==> config.mk <==
export PLATFORM = sky130hd
export DESIGN_NAME = icache_line_fill
export DESIGN_NICKNAME = d
export VERILOG_FILES = /design/src/rtl/icache_line_fill.sv
export SDC_FILE = /design/constraint.sdc
export NUM_CORES = 1
export LEC_CHECK = 0
export CORE_MARGIN = 3
export CORE_UTILIZATION = 57
export DETAILED_ROUTE_END_ITERATION = 7
export DONT_BUFFER_PORTS = 1
export PLACE_DENSITY = 0.8
export SYNTH_ARGS = -nofsm -noshare
export SYNTH_HDL_FRONTEND = slang
export SYNTH_SLANG_ARGS = --single-unit
export TNS_END_PERCENT = 100
==> constraint.sdc <==
create_clock -name clk_i -period 2 [get_ports clk_i]
set_clock_uncertainty 0.05 [all_clocks]
set_input_delay 0.6 -clock clk_i [delete_from_list [all_inputs] [get_ports clk_i]]
set_output_delay 0.6 -clock clk_i [all_outputs]
set_load 0.02 [all_outputs]
==> src/rtl/icache_line_fill.sv <==
// Instruction-cache refill engine: fetches one cache line as a run of
// incrementing single-word bus reads and returns it with a one-cycle ack.
module icache_line_fill #(
  parameter int ADDR_WIDTH = 32,
  parameter int BUS_WIDTH  = 32,
  parameter int LINE_WIDTH = 128
) (
  input  logic                  clk_i,
  input  logic                  rst_ni,
  input  logic                  icache2mem_req_i,
  input  logic [ADDR_WIDTH-1:0] icache2mem_addr_i,
  output logic                  mem2icache_ack_o,
  output logic [LINE_WIDTH-1:0] mem2icache_data_o,
  output logic                  bus_req_o,
  output logic [ADDR_WIDTH-1:0] bus_addr_o,
  input  logic                  bus_ack_i,
  input  logic [BUS_WIDTH-1:0]  bus_rdata_i
);

  localparam int BEATS = LINE_WIDTH / BUS_WIDTH;
  localparam int BOFF  = $clog2(BUS_WIDTH / 8);
  localparam int LOFF  = $clog2(LINE_WIDTH / 8);
  localparam int CW    = $clog2(BEATS);
  localparam int BASEW = ADDR_WIDTH - LOFF;

  typedef enum logic [1:0] {
    IDLE  = 2'd0,
    FILL  = 2'd1,
    DRAIN = 2'd2,
    DONE  = 2'd3
  } state_e;

  state_e           state_r;
  logic [BASEW-1:0] base_r;
  logic [CW-1:0]    beat_r;
  logic [CW-1:0]    beat_nxt_s;
  logic             last_beat_s;
  logic             addr_unused_s;

  function automatic logic [ADDR_WIDTH-1:0] word_addr(input logic [BASEW-1:0] base,
                                                      input logic [CW-1:0]    beat);
    return ADDR_WIDTH'({base, beat}) << BOFF;
  endfunction

  // Offset bits inside the line never influence the refill.
  assign addr_unused_s = ^icache2mem_addr_i[LOFF-1:0];

  // Beat sequencing helpers for the FSM.
  always_comb begin
    beat_nxt_s  = beat_r + CW'(1'b1);
    last_beat_s = (beat_r == CW'(BEATS - 1));
  end

  // Refill FSM; every output is registered here.
  always_ff @(posedge clk_i or negedge rst_ni) begin
    if (!rst_ni) begin
      state_r           <= IDLE;
      base_r            <= '0;
      beat_r            <= '0;
      bus_req_o         <= 1'b0;
      bus_addr_o        <= '0;
      mem2icache_ack_o  <= 1'b0;
      mem2icache_data_o <= '0;
    end else begin
      mem2icache_ack_o <= 1'b0;
      case (state_r)
        IDLE: begin
          if (icache2mem_req_i) begin
            base_r     <= icache2mem_addr_i[ADDR_WIDTH-1:LOFF];
            beat_r     <= '0;
            bus_req_o  <= 1'b1;
            bus_addr_o <= word_addr(icache2mem_addr_i[ADDR_WIDTH-1:LOFF], '0);
            state_r    <= FILL;
          end
        end
        FILL: begin
          if (bus_ack_i) begin
            if (!icache2mem_req_i) begin
              bus_req_o <= 1'b0;
              state_r   <= IDLE;
            end else begin
              mem2icache_data_o[int'(beat_r)*BUS_WIDTH +: BUS_WIDTH] <= bus_rdata_i;
              if (last_beat_s) begin
                bus_req_o        <= 1'b0;
                mem2icache_ack_o <= 1'b1;
                state_r          <= DONE;
              end else begin
                beat_r     <= beat_nxt_s;
                bus_addr_o <= word_addr(base_r, beat_nxt_s);
              end
            end
          end else if (!icache2mem_req_i) begin
            // The bus never sees a request withdrawn before its ack.
            state_r <= DRAIN;
          end
        end
        DRAIN: begin
          if (bus_ack_i) begin
            bus_req_o <= 1'b0;
            state_r   <= IDLE;
          end
        end
        DONE: begin
          state_r <= IDLE;
        end
        default: begin
          bus_req_o <= 1'b0;
          state_r   <= IDLE;
        end
      endcase
    end
  end

endmodule

# Word level (Yosys, flattened, before mapping)
# Index checks and enable logic that the tools add are counted.
# totals
wordCells	58
output_inout_bits	162
reg_bits	194
inputBits	68
# classes
reduce_logical	8
shift	2
n_addsub	2
muxes	28
n_eq_ne	11
# ops
op	n
bitwise mux 128 bit	1
two-way mux 32 bit	4
variable shift 32 x 33 -> 128 bit (first input constant)	1
indexed part select 32 x 33 -> 128 bit	1
one-hot mux 32 bit (2 select lines)	1
negator 7 -> 33 bit	1
two-way mux 2 bit	10
inequality test 2 bit (second input constant)	5
AND reduction 5 bit	2
two-way mux 1 bit	9
one-hot mux 2 bit (4 select lines)	1
equality test 2 bit (second input constant)	3
inequality test 3 bit (second input constant)	2
one-hot mux 2 bit (2 select lines)	1
AND reduction 4 bit	1
one-hot mux 1 bit (3 select lines)	1
AND reduction 3 bit	1
nonzero test 3 bit	1
adder 2 x 1 -> 2 bit (second input constant)	1
equality test 2 x 1 -> 1 bit (second input constant)	1
zero test 2 bit	1
AND reduction 2 bit	1
nonzero test 2 bit	1

# Depth between registers and ports, before layout
# Gate-level depths: netlist of the first run.
# logic_depth
ltp_word	5
ltp_mapped	7
depth_no_buf	5

# Worst setup path before layout of the first run
# OpenSTA, ideal clock, no wires.
# synth_timing
kind	register -> register
from	register beat_r[0]
to	register mem2icache_data_o[66]
arrival_time_ps	1870
path_stages_with_launch	7
setup_time_ps	80
required_ps	1870
n_path_buf	1
period_less_slack_ps	2000
slack_ps	0
path_cell_list	dfrtp_1 -> inv_1 -> ha_1 -> nor4b_4 -> buf_2 -> nand2_1 -> o21ai_1
# synth_via
elab_chain_cells	3
elab_cells_between_ends	4
classes_between	add/sub: 1; shift: 2; mux: 1
# synth_lines
element	line_no	source
start: declaration	35	logic [CW-1:0] beat_r;
start signal: assignment	88	beat_r <= beat_nxt_s;
negator 7 -> 33 bit (*)	82	mem2icache_data_o[int'(beat_r)*BUS_WIDTH +: BUS_WIDTH] <= bus_rdata_i;
indexed part select 32 x 33 -> 128 bit / variable shift 32 x 33 -> 128 bit (equally long branches)	82	
bitwise mux 128 bit (*)	82	
end signal: indexed assignment	82	
end: declaration	13	output logic [LINE_WIDTH-1:0] mem2icache_data_o,
# Every way passes the cells marked *; elsewhere a longest branch is shown, timed or not.
# A chain may end at the register's enable or synchronous reset.

# Worst setup path in the final report of the first run
# layout_timing
from	register state_r[1]
to	register bus_addr_o[15]
# layout_via
elab_chain_cells	3
elab_cells_between_ends	9
classes_between	eq/ne: 5; mux: 1; reduce/logical: 3
# layout_lines
element	line_no	source
start: declaration	33	state_e state_r;
start signal: assignment	57	state_r <= IDLE;
start signal: assignment	73	state_r <= FILL;
start signal: assignment	80	state_r <= IDLE;
equality test 2 x 1 -> 1 bit / zero test 2 bit (equally long branches)	66	case (state_r)
inequality test 2 bit (no source line) / nonzero test 2 bit (equally long branches)	n/a	
AND reduction 5 bit (no source line)	n/a	
end signal: assignment	72	bus_addr_o <= word_addr(icache2mem_addr_i[ADDR_WIDTH-1:LOFF], '0);
end signal: assignment	89	bus_addr_o <= word_addr(base_r, beat_nxt_s);
end: declaration	15	output logic [ADDR_WIDTH-1:0] bus_addr_o,
# Parallel ways exist; a longest one is shown, timed or not.

==> results by group, run 1 <==
Synthesis
  • Netlist cell types: 31
  • Avg Inst Size Synth: 11.4 um2
  • Synth Instances: 692
  • Main combinational cell family by area after synthesis: multiplexers
  • EDFF count, synth: 0
  • Xor/xnor share of the synthesized area: 0
  • Synth Area in Adders: 0.0191
  • Yosys warnings: 0
  • Yosys reg bits: 190
  • Fraction of synthesized area in multiplexers: 0.126
  • Sequential element share of the synthesized area: 0.604
  • Simple-gate share of the synthesized area: 0.116
  • Synthesized area: 7880 um2
  • Ys flop type: dfrtp_1
  • Async set-reset flop share out of synthesis: 1.00
  • Compound-cell area share of the yosys netlist: 0.102

CTS
  • Root buffer cell: clkbuf_16
  • Worst-skew pair later-pin latency: 420 ps
  • TritonCTS Buffers: 17
  • Clock-pin slew on the worst setup and hold paths: 70 ps
  • Clock tree buffer depth: 2
  • Post-CTS Setup Bufs: 0
  • TritonCTS clock tree: done
  • Clock sinks: 190
  • H-Tree Depth: 4

STA
  • Tcrit/Tclk final: 0.951
  • Fmax: 525 MHz
  • Worst hold slack: -181 ps
  • RSZ-0062 raised after global routing: yes
  • Pins Over Slew Limit: 0
  • Hold Fails Final Rpt: 190
  • Setup Viol. Count Final: 0
  • Min Clock Period, post-route: 1900 ps
  • Final Worst Setup Slack: 97.0 ps

Setup path
  • WP data arrival: 2170 ps
  • Critical setup path kind: flip-flop to flip-flop
  • Critical R2R Launch: state_r[1]
  • Worst R2R End: bus_addr_o[15]
  • Crit-path max FO: 15
  • Crit start category: flip-flop
  • Crit. End Element: flip-flop
  • FF-to-FF path depth: 6
  • CP Data Required Time: 2260 ps
  • Critical Path Start: state_r[1]
  • R2R setup slack: 100 ps

Route
  • DRC: 0
  • Wirelength per Cell: 21.5 um
  • Vias: 5242
  • First-pass detailed-route iteration total: 5
  • Routed Antenna Nets: 0
  • Drt total wl: 18900 um
  • Post-DR vias/cell: 5.96
  • DR iter-0 viols: 384

GRT
  • Total grt overflow: 0
  • First-pass GRT wire length: 28800 um
  • Largest net degree at the start of global routing: 191
  • Number of antenna violations at the first check in global routing: 0
  • Number of global-route vias before repair: 5450
  • GRT Resource Usage Total: 0.248

Layout
  • Area growth from synthesis to layout: 11.3%
  • Final instance area: 8770 um2
  • Fraction of layout cells with a size suffix above 1: 0.216
  • Final Non-Filler Cells: 880
  • Fin util: 0.654
  • Ant. Diodes: 0
  • Nets: 771

Floorplan
  • Die height: 124 um
  • Row count: 42
  • Initial cell density of the core: 0.588
  • Die W: 124 um
  • Std-Cell Core Area: 13400 um2
  • Die footprint: 15300 um2
  • Boundary Pins: 230

Placement
  • DP HPWL: 13100 um
  • DP Cell Count: 848
  • Post-DP Area: 8140 um2
  • # port buffers: 0
  • Routability congestion estimate: 0.775
  • Pre-CTS setup slack: -3.67 ps

Power and ir drop
  • P_leak: 3.83 nW
  • Power density cells: 1540 nW/um2
  • Peak VDD IR: 0.00101 V

Status
  • Status: complete, but fails checks
  • Failing checks: hold timing

Flow run
  • Max-cap violations: 0

Worst hold path
  • Worst Hold Class: input port to async pin
-- through the flow --
step,TNS (ps),power (W)
after global routing,-221,0.0141
after global placement,0,0.00971
after detailed placement,-3.67,0.0100
final,0,0.0135
after CTS,-35.1,0.0135
after floorplan,0,0.00907
-- report_power, final --
part / leakage, nW / switching (W) / total, W / internal, W
Clock: 0.302 / 0.00149 / 0.00352 / 0.00203
Sequential: 2.51 / 0.00185 / 0.00684 / 0.00499
Combinational: 1.01 / 0.00142 / 0.00312 / 0.00170
-- synthesized netlist by cell type (all sizes together), types with 3 or more instances --
cell,count,share of area
nand4,4,0.0051
ha,12,0.019
clkbuf,23,0.011
o21ai,96,0.061
nand2,196,0.094
dfrtp,190,0.60
a22o,32,0.036
mux2,84,0.12
mux2i,5,0.0064
buf,24,0.018
inv,6,0.0029
nand2b,3,0.0024
-- logic make-up (layout without fill, tap and decap cells) --
logic type | after synthesis | count (layout)
buffers and inverters | 53 | 64
AO/OA/AOI/OAI | 134 | 134
flip-flops | 190 | 190
other | 1 | 2
AND/OR/NAND/NOR | 213 | 213
adder cells (fa/ha/maj) | 12 | 12
multiplexers | 89 | 89
-- layer usage --
| layer | wire length (um) | up-vias | global-route usage | share of wire |
|---|---|---|---|---|
| met5 | 0 | - | 0 | 0 |
| met1 | 6980 | 2614 | 0.289 | 0.37 |
| li1 | - | 2336 | - | - |
| met2 | 9560 | 241 | 0.410 | 0.51 |
| met4 | 589 | 0 | 0.121 | 0.031 |
| met3 | 1770 | 51 | 0.0833 | 0.094 |
-- how the worst max path moves through the flow --
stage / end / cells past startpoint
finish: bus_addr_o[15] / 6
CTS: mem2icache_data_o[44] / 6
global route: bus_addr_o[15] / 6
detailed placement: mem2icache_data_o[35] / 6
global placement: mem2icache_data_o[60] / 6
floorplan: bus_addr_o[23] / 6
-- flip-flops by register name, summed over array words and instances (netlist names) --
name and flops:
mem2icache_data_o 128, bus_addr_o 29, base_r 28, state_r 2, beat_r 1, bus_req_o 1
mem2icache_ack_o 1
-- area by class of cell --
cell class | count | area, um2
Sequential cell | 190 | 4760
Fill cell | 1018 | 4630
Multi-Input combinational cell | 450 | 2900
Clock buffer | 18 | 439
Timing Repair Buffer | 26 | 249
Tap cell | 176 | 220
Clock inverter | 14 | 178
Inverter | 6 | 22.5
-- placed cells by master (no fill, tap or decap), types with 3 or more instances in the layout --
| cell | n |
|---|---|
| ha_1 | 11 |
| mux2i_1 | 5 |
| buf_4 | 21 |
| clkbuf_16 | 17 |
| nand4_1 | 3 |
| a22o_1 | 32 |
| inv_6 | 6 |
| o21ai_1 | 40 |
| bufinv_16 | 3 |
| o21ai_0 | 56 |
| dfrtp_1 | 189 |
| nand2_1 | 195 |
| buf_12 | 4 |
| nand2b_1 | 3 |
| mux2_2 | 84 |
| inv_1 | 6 |
-- worst max-delay path, cell delays in order (launching register included) --
cell,delay (ps)
dfrtp_1,400
inv_1,150
ha_1,260
nand3b_1,120
a21boi_2,180
buf_4,260
mux2_2,360
-- timing repair --
item                                    in CTS  in global routing
hold endpoints to repair                   190                190
resized for setup                            0                  4
endpoints found under the setup margin       3                 82
Note: power is estimated with default switching activity, not from simulation.
==> run 2, diff against run 1 <==
- CORE_UTILIZATION: 57 -> 60
- PLACE_DENSITY: 0.8 -> 0.81
- clock period: 2 -> 2.39 ns (I/O delays scaled with it)
==> results by group, run 2 (synthesis gave the netlist of run 1 again) <==
Status
  • Status: complete, but fails checks
  • Failing checks: hold timing

CTS
  • TritonCTS clock tree: done
  • Clock-pin slew on the worst setup and hold paths: 70 ps (about the same)
  • TritonCTS Buffers: 17 (unchanged)
  • Root buffer cell: clkbuf_16
  • Clock sinks: 190 (unchanged)
  • Worst-skew pair later-pin latency: 430 ps (about the same)
  • Clock tree buffer depth: 2 (unchanged)
  • H-Tree Depth: 4 (unchanged)

Floorplan
  • Initial cell density of the core: 0.619 (+0.0313)
  • Die W: 121 um (-2.4%)
  • Die footprint: 14500 um2 (-4.8%)
  • Std-Cell Core Area: 12700 um2 (-5.1%)
  • Row count: 41 (-2.4%)
  • Boundary Pins: 230 (unchanged)
  • Die height: 121 um (-2.4%)

STA
  • Min Clock Period, post-route: 2260 ps (+360 ps)
  • Fmax: 442 MHz (-16%)
  • Pins Over Slew Limit: 0 (unchanged)
  • Slew headroom: 0.664
  • RSZ-0062 raised after global routing: no
  • Final Worst Setup Slack: 127 ps (+30.4 ps)
  • Worst-Margin Slew: 503 ps
  • Total Neg Setup Slack: 0 ps (unchanged)
  • Worst hold slack: -65.7 ps (+115 ps)
  • Tcrit/Tclk final: 0.947 (-0.00479)
  • Setup Viol. Count Final: 0 (unchanged)
  • Hold Fails Final Rpt: 190 (unchanged)

Placement
  • DP HPWL: 12800 um (-2.0%)
  • # port buffers: 0 (unchanged)
  • Routability congestion estimate: 0.805 (+3.8%)
  • Post-DP Area: 8100 um2 (-0.42%)
  • Pre-CTS setup slack: 155 ps (+159 ps)

GRT
  • Met2 Use GR: 0.432 (+0.0212)
  • Number of antenna violations at the first check in global routing: 0 (unchanged)
  • M3 GR Usage: 0.112 (+0.0290)
  • GR peak layer: met2
  • GR Util met1: 0.307 (+0.0171)
  • GRT Resource Usage Total: 0.262 (+0.0139)
  • Number of global-route vias before repair: 5441 (-0.17%)
  • First-pass GRT wire length: 29300 um (+1.6%)
  • Largest net degree at the start of global routing: 191 (unchanged)
  • Total grt overflow: 0 (unchanged)

Setup path
  • Crit-path max FO: 9 (-6)
  • Crit. End Element: flip-flop
  • Crit start category: flip-flop
  • R2R setup slack: 130 ps (+30 ps)
  • CP Data Required Time: 2650 ps (+390 ps)
  • WP data arrival: 2520 ps (+350 ps)
  • Critical setup path kind: flip-flop to flip-flop

Layout
  • Biggest registers after layout: mem2icache_data_o x128, bus_addr_o x29, base_r x28
  • # fillers: 911 (-11%)
  • Area growth from synthesis to layout: 11.2% (about the same)
  • Biggest register: mem2icache_data_o
  • Ant. Diodes: 0 (unchanged)
  • Final instance area: 8760 um2 (about the same)
  • FF/Latch Area: 4760 um2 (unchanged)
  • Nets: 769 (-0.26%)
  • Area of the multi-input gates: 2890 um2 (-0.39%)
  • Most common cell after layout, fill and taps aside: nand2_1
  • Fraction of layout cells with a size suffix above 1: 0.211 (-0.00508)
  • Commonest cells after routing, fill and taps aside: nand2_1 (195), dfrtp_1 (189), mux2_2 (84)
  • Largest register FFs: 128 (unchanged)

Flow run
  • Max-cap violations: 0 (unchanged)

Power and ir drop
  • Peak VDD IR: 0.000859 V (-15%)
  • P_leak: 3.81 nW (-0.49%)
  • Power density cells: 1300 nW/um2 (-15%)

Worst hold path
  • Worst Hold Class: input port to async pin

Route
  • Drt total wl: 18700 um (-1.2%)
  • DRC: 0 (unchanged)
  • Routed Antenna Nets: 0 (unchanged)
  • Wirelength per Cell: 21.4 um (-0.48%)
  • First-pass detailed-route iteration total: 5 (unchanged)
  • Post-DR vias/cell: 5.97 (+0.19%)
  • DR iter-0 viols: 461 (+20%)
  • Vias: 5216 (-0.50%)
==> run 2: per-stage QoR <==
step                hold WS (ps)  utilization  power [W]  cells
finish                     -65.7        0.689     0.0114    874
CTS                        -80.8        0.689     0.0115    874
global route               -96.3        0.689     0.0120    874
detailed placement           375        0.637    0.00835    842
global placement             376        0.637    0.00811    842
floorplan                    371            -    0.00759    693
==> run 2: final timing paths <==
check,endpoint,cells past startpoint,start
max,bus_addr_o[24],6,state_r[1]
min,mem2icache_data_o[90],0,rst_ni
min reg2reg,base_r[0],1,base_r[0]
max in group asynchronous,bus_addr_o[3],0,rst_ni
max reg2reg,bus_addr_o[24],6,state_r[1]
min in group clk_i,mem2icache_data_o[43],2,bus_rdata_i[11]
==> run 2: area by class of cell <==
| cell class | instances | area share |
|---|---|---|
| sequential | 190 | 0.543 |
| multi-input combinational | 450 | 0.330 |
| clock buffer | 18 | 0.0490 |
| clock inverter | 14 | 0.0261 |
| timing repair buffer | 24 | 0.0249 |
| tap | 172 | 0.0246 |
| inverter | 6 | 0.00257 |
==> run 2: worst max-delay path, stage by stage, from the launching register on <==
cell and delay (ps):
dfrtp_1 410, inv_1 160, ha_1 410, nand3b_1 140, a21boi_2 380, buf_4 250
mux2_2 340
==> run 2: repair_timing <==
action / in CTS / in global routing
endpoints found under the setup margin: 0 / 3
gates resized for setup: 0 / 1
endpoints found under the hold margin: 190 / 190
setup buffers: 0 / 0
==> run 2: per-layer routing <==
metal	share of wire	wire length (um)	vias to the layer above
met4	0.023	433	0
met3	0.097	1810	33
met2	0.50	9280	215
met5	0	0	-
met1	0.38	7150	2635
li1	-	-	2333
==> run 2: where the power goes <==
part | leakage, nW | internal, W | switching (W)
Combinational | 0.983 | 0.00140 | 0.00115
Sequential | 2.51 | 0.00417 | 0.00155
Clock | 0.314 | 0.00188 | 0.00125
==> run 3, diff against run 2 <==
- CORE_UTILIZATION: 60 -> 50
- CTS_CLUSTER_SIZE: default -> 20
- PLACE_DENSITY: 0.81 -> 0.7
- SLEW_MARGIN: default -> 10
==> results by group, run 3 (synthesis gave the netlist of run 1 again) <==
Setup path
  • Crit start category: flip-flop
  • Critical R2R Launch: state_r[1]
  • Crit-path max FO: 22 (+13)
  • CP Data Required Time: 2640 ps (about the same)
  • Worst R2R End: bus_addr_o[6]
  • FF-to-FF path depth: 6 (unchanged)
  • Crit. End Element: flip-flop
  • Critical setup path kind: flip-flop to flip-flop
  • R2R setup slack: 290 ps (+160 ps)
  • WP data arrival: 2360 ps (-160 ps)
  • Critical Path Start: state_r[1]

Route
  • Vias: 5112 (-2.0%)
  • Routed Antenna Nets: 0 (unchanged)
  • First-pass detailed-route iteration total: 5 (unchanged)
  • Wirelength per Cell: 20.3 um (-4.8%)
  • Post-DR vias/cell: 5.61 (-6.1%)
  • DR iter-0 viols: 361 (-22%)
  • DRC: 0 (unchanged)
  • Drt total wl: 18500 um (-0.71%)

STA
  • Min Clock Period, post-route: 2100 ps (-158 ps)
  • Worst hold slack: -56.4 ps (+9.22 ps)
  • Tcrit/Tclk final: 0.881 (-0.0662)
  • Fmax: 475 MHz (+7.5%)
  • Setup Viol. Count Final: 0 (unchanged)
  • Pins Over Slew Limit: 0 (unchanged)
  • Total Neg Setup Slack: 0 ps (unchanged)
  • Hold Fails Final Rpt: 133 (-30%)
  • RSZ-0062 raised after global routing: no

Status
  • Failing checks: hold timing
  • Status: complete, but fails checks

CTS
  • TritonCTS Buffers: 17 (unchanged)
  • Clock-pin slew on the worst setup and hold paths: 70 ps (about the same)
  • Clock sinks: 190 (unchanged)
  • Clock tree buffer depth: 2 (unchanged)
  • Root buffer cell: clkbuf_16
  • H-Tree Depth: 4 (unchanged)
  • TritonCTS clock tree: done
  • Post-CTS resize count: 0 (unchanged)
  • Worst-skew pair later-pin latency: 420 ps (about the same)
  • Post-CTS Setup Bufs: 0 (unchanged)

Layout
  • Final Non-Filler Cells: 912 (+4.3%)
  • Largest register FFs: 128 (unchanged)
  • Area growth from synthesis to layout: 11.2% (about the same)
  • Biggest registers after layout: mem2icache_data_o x128, bus_addr_o x29, base_r x28
  • Most common cell after layout, fill and taps aside: nand2_1
  • Ant. Diodes: 0 (unchanged)
  • Commonest cells after routing, fill and taps aside: nand2_1 (195), dfrtp_1 (190), mux2_2 (84)
  • # fillers: 1255 (+38%)
  • Nets: 768 (-0.13%)
  • Fraction of layout cells with a size suffix above 1: 0.210 (-0.00113)
  • Final instance area: 8750 um2 (about the same)
  • Area of the multi-input gates: 2900 um2 (+0.26%)
  • FF/Latch Area: 4750 um2 (about the same)
  • Biggest register: mem2icache_data_o

Floorplan
  • Std-Cell Core Area: 15300 um2 (+20%)
  • Die height: 132 um (+9.1%)
  • Row count: 45 (+9.8%)
  • Die footprint: 17300 um2 (+19%)
  • Die W: 132 um (+9.1%)
  • Initial cell density of the core: 0.514 (-0.105)
  • Boundary Pins: 230 (unchanged)

GRT
  • First-pass GRT wire length: 29600 um (+1.2%)
  • Number of antenna violations at the first check in global routing: 0 (unchanged)
  • Largest net degree at the start of global routing: 191 (unchanged)
  • Total grt overflow: 0 (unchanged)
  • Number of global-route vias before repair: 5148 (-5.4%)
  • GRT Resource Usage Total: 0.216 (-0.0457)

Flow run
  • Max-cap violations: 0 (unchanged)

Worst hold path
  • Worst Hold Class: input port to async pin

Placement
  • # port buffers: 0 (unchanged)
  • DP Cell Count: 880 (+4.5%)
  • Routability congestion estimate: 0.808 (+0.37%)
  • Post-DP Area: 8180 um2 (+0.91%)
  • DP HPWL: 13000 um (+0.99%)

Power and ir drop
  • Power density cells: 1260 nW/um2 (-3.3%)
  • Peak VDD IR: 0.000575 V (-33%)
  • P_leak: 3.78 nW (-0.67%)
  • Pwr Total: 0.0110 W (-3.4%)
==> run 3: changes by cell type in the layout (fill, tap and decap cells not counted), sizes merged <==
cell	before	now
clkbuf	18	19
bufinv	5	0
buf	24	23
clkinv	2	3
clkinvlp	2	3
inv	11	13
==> run 3: layout make-up <==
cell class                 instances  area share
sequential                       190       0.543
inverter                           6     0.00257
clock buffer                      19      0.0517
multi-input combinational        450       0.331
clock inverter                    13      0.0143
tap                              211      0.0302
timing repair buffer              23      0.0269
==> run 3: power by group <==
group / leakage [nW] / switching [W] / internal [W]
logic: 0.994 / 0.00115 / 0.00142
registers: 2.51 / 0.00155 / 0.00417
clock network: 0.276 / 0.00129 / 0.00143
==> run 3: worst max-delay path by stage <==
stage                                  endpoint  slack (ps)  depth (start not counted)
after detailed placement          bus_addr_o[6]         300                          6
final                             bus_addr_o[6]         290                          6
after global routing              bus_addr_o[6]         210                          6
after global placement           bus_addr_o[13]         390                          6
after CTS                         bus_addr_o[6]         290                          6
after floorplan           mem2icache_data_o[66]         390                          6
==> run 3: metrics by stage <==
step	setup slack (ps)	util
3_3_place_gp	386	0.534
4_1_cts	288	0.572
6_report	286	0.572
5_1_grt	214	0.572
3_5_place_dp	303	0.534
2_1_floorplan	390	-
==> run 3: per-layer routing <==
layer,track usage,vias up,share of wire
met3,0.0842,29,0.089
met5,0,-,0
li1,-,2337,-
met4,0.0793,0,0.022
met2,0.356,210,0.49
met1,0.258,2536,0.39
==> run 3: worst max-delay path: stages (launching register included) <==
cell	delay (ps)
dfrtp_1	410
inv_1	150
ha_1	410
nand3b_1	180
a21boi_4	210
buf_12	200
mux2_2	360
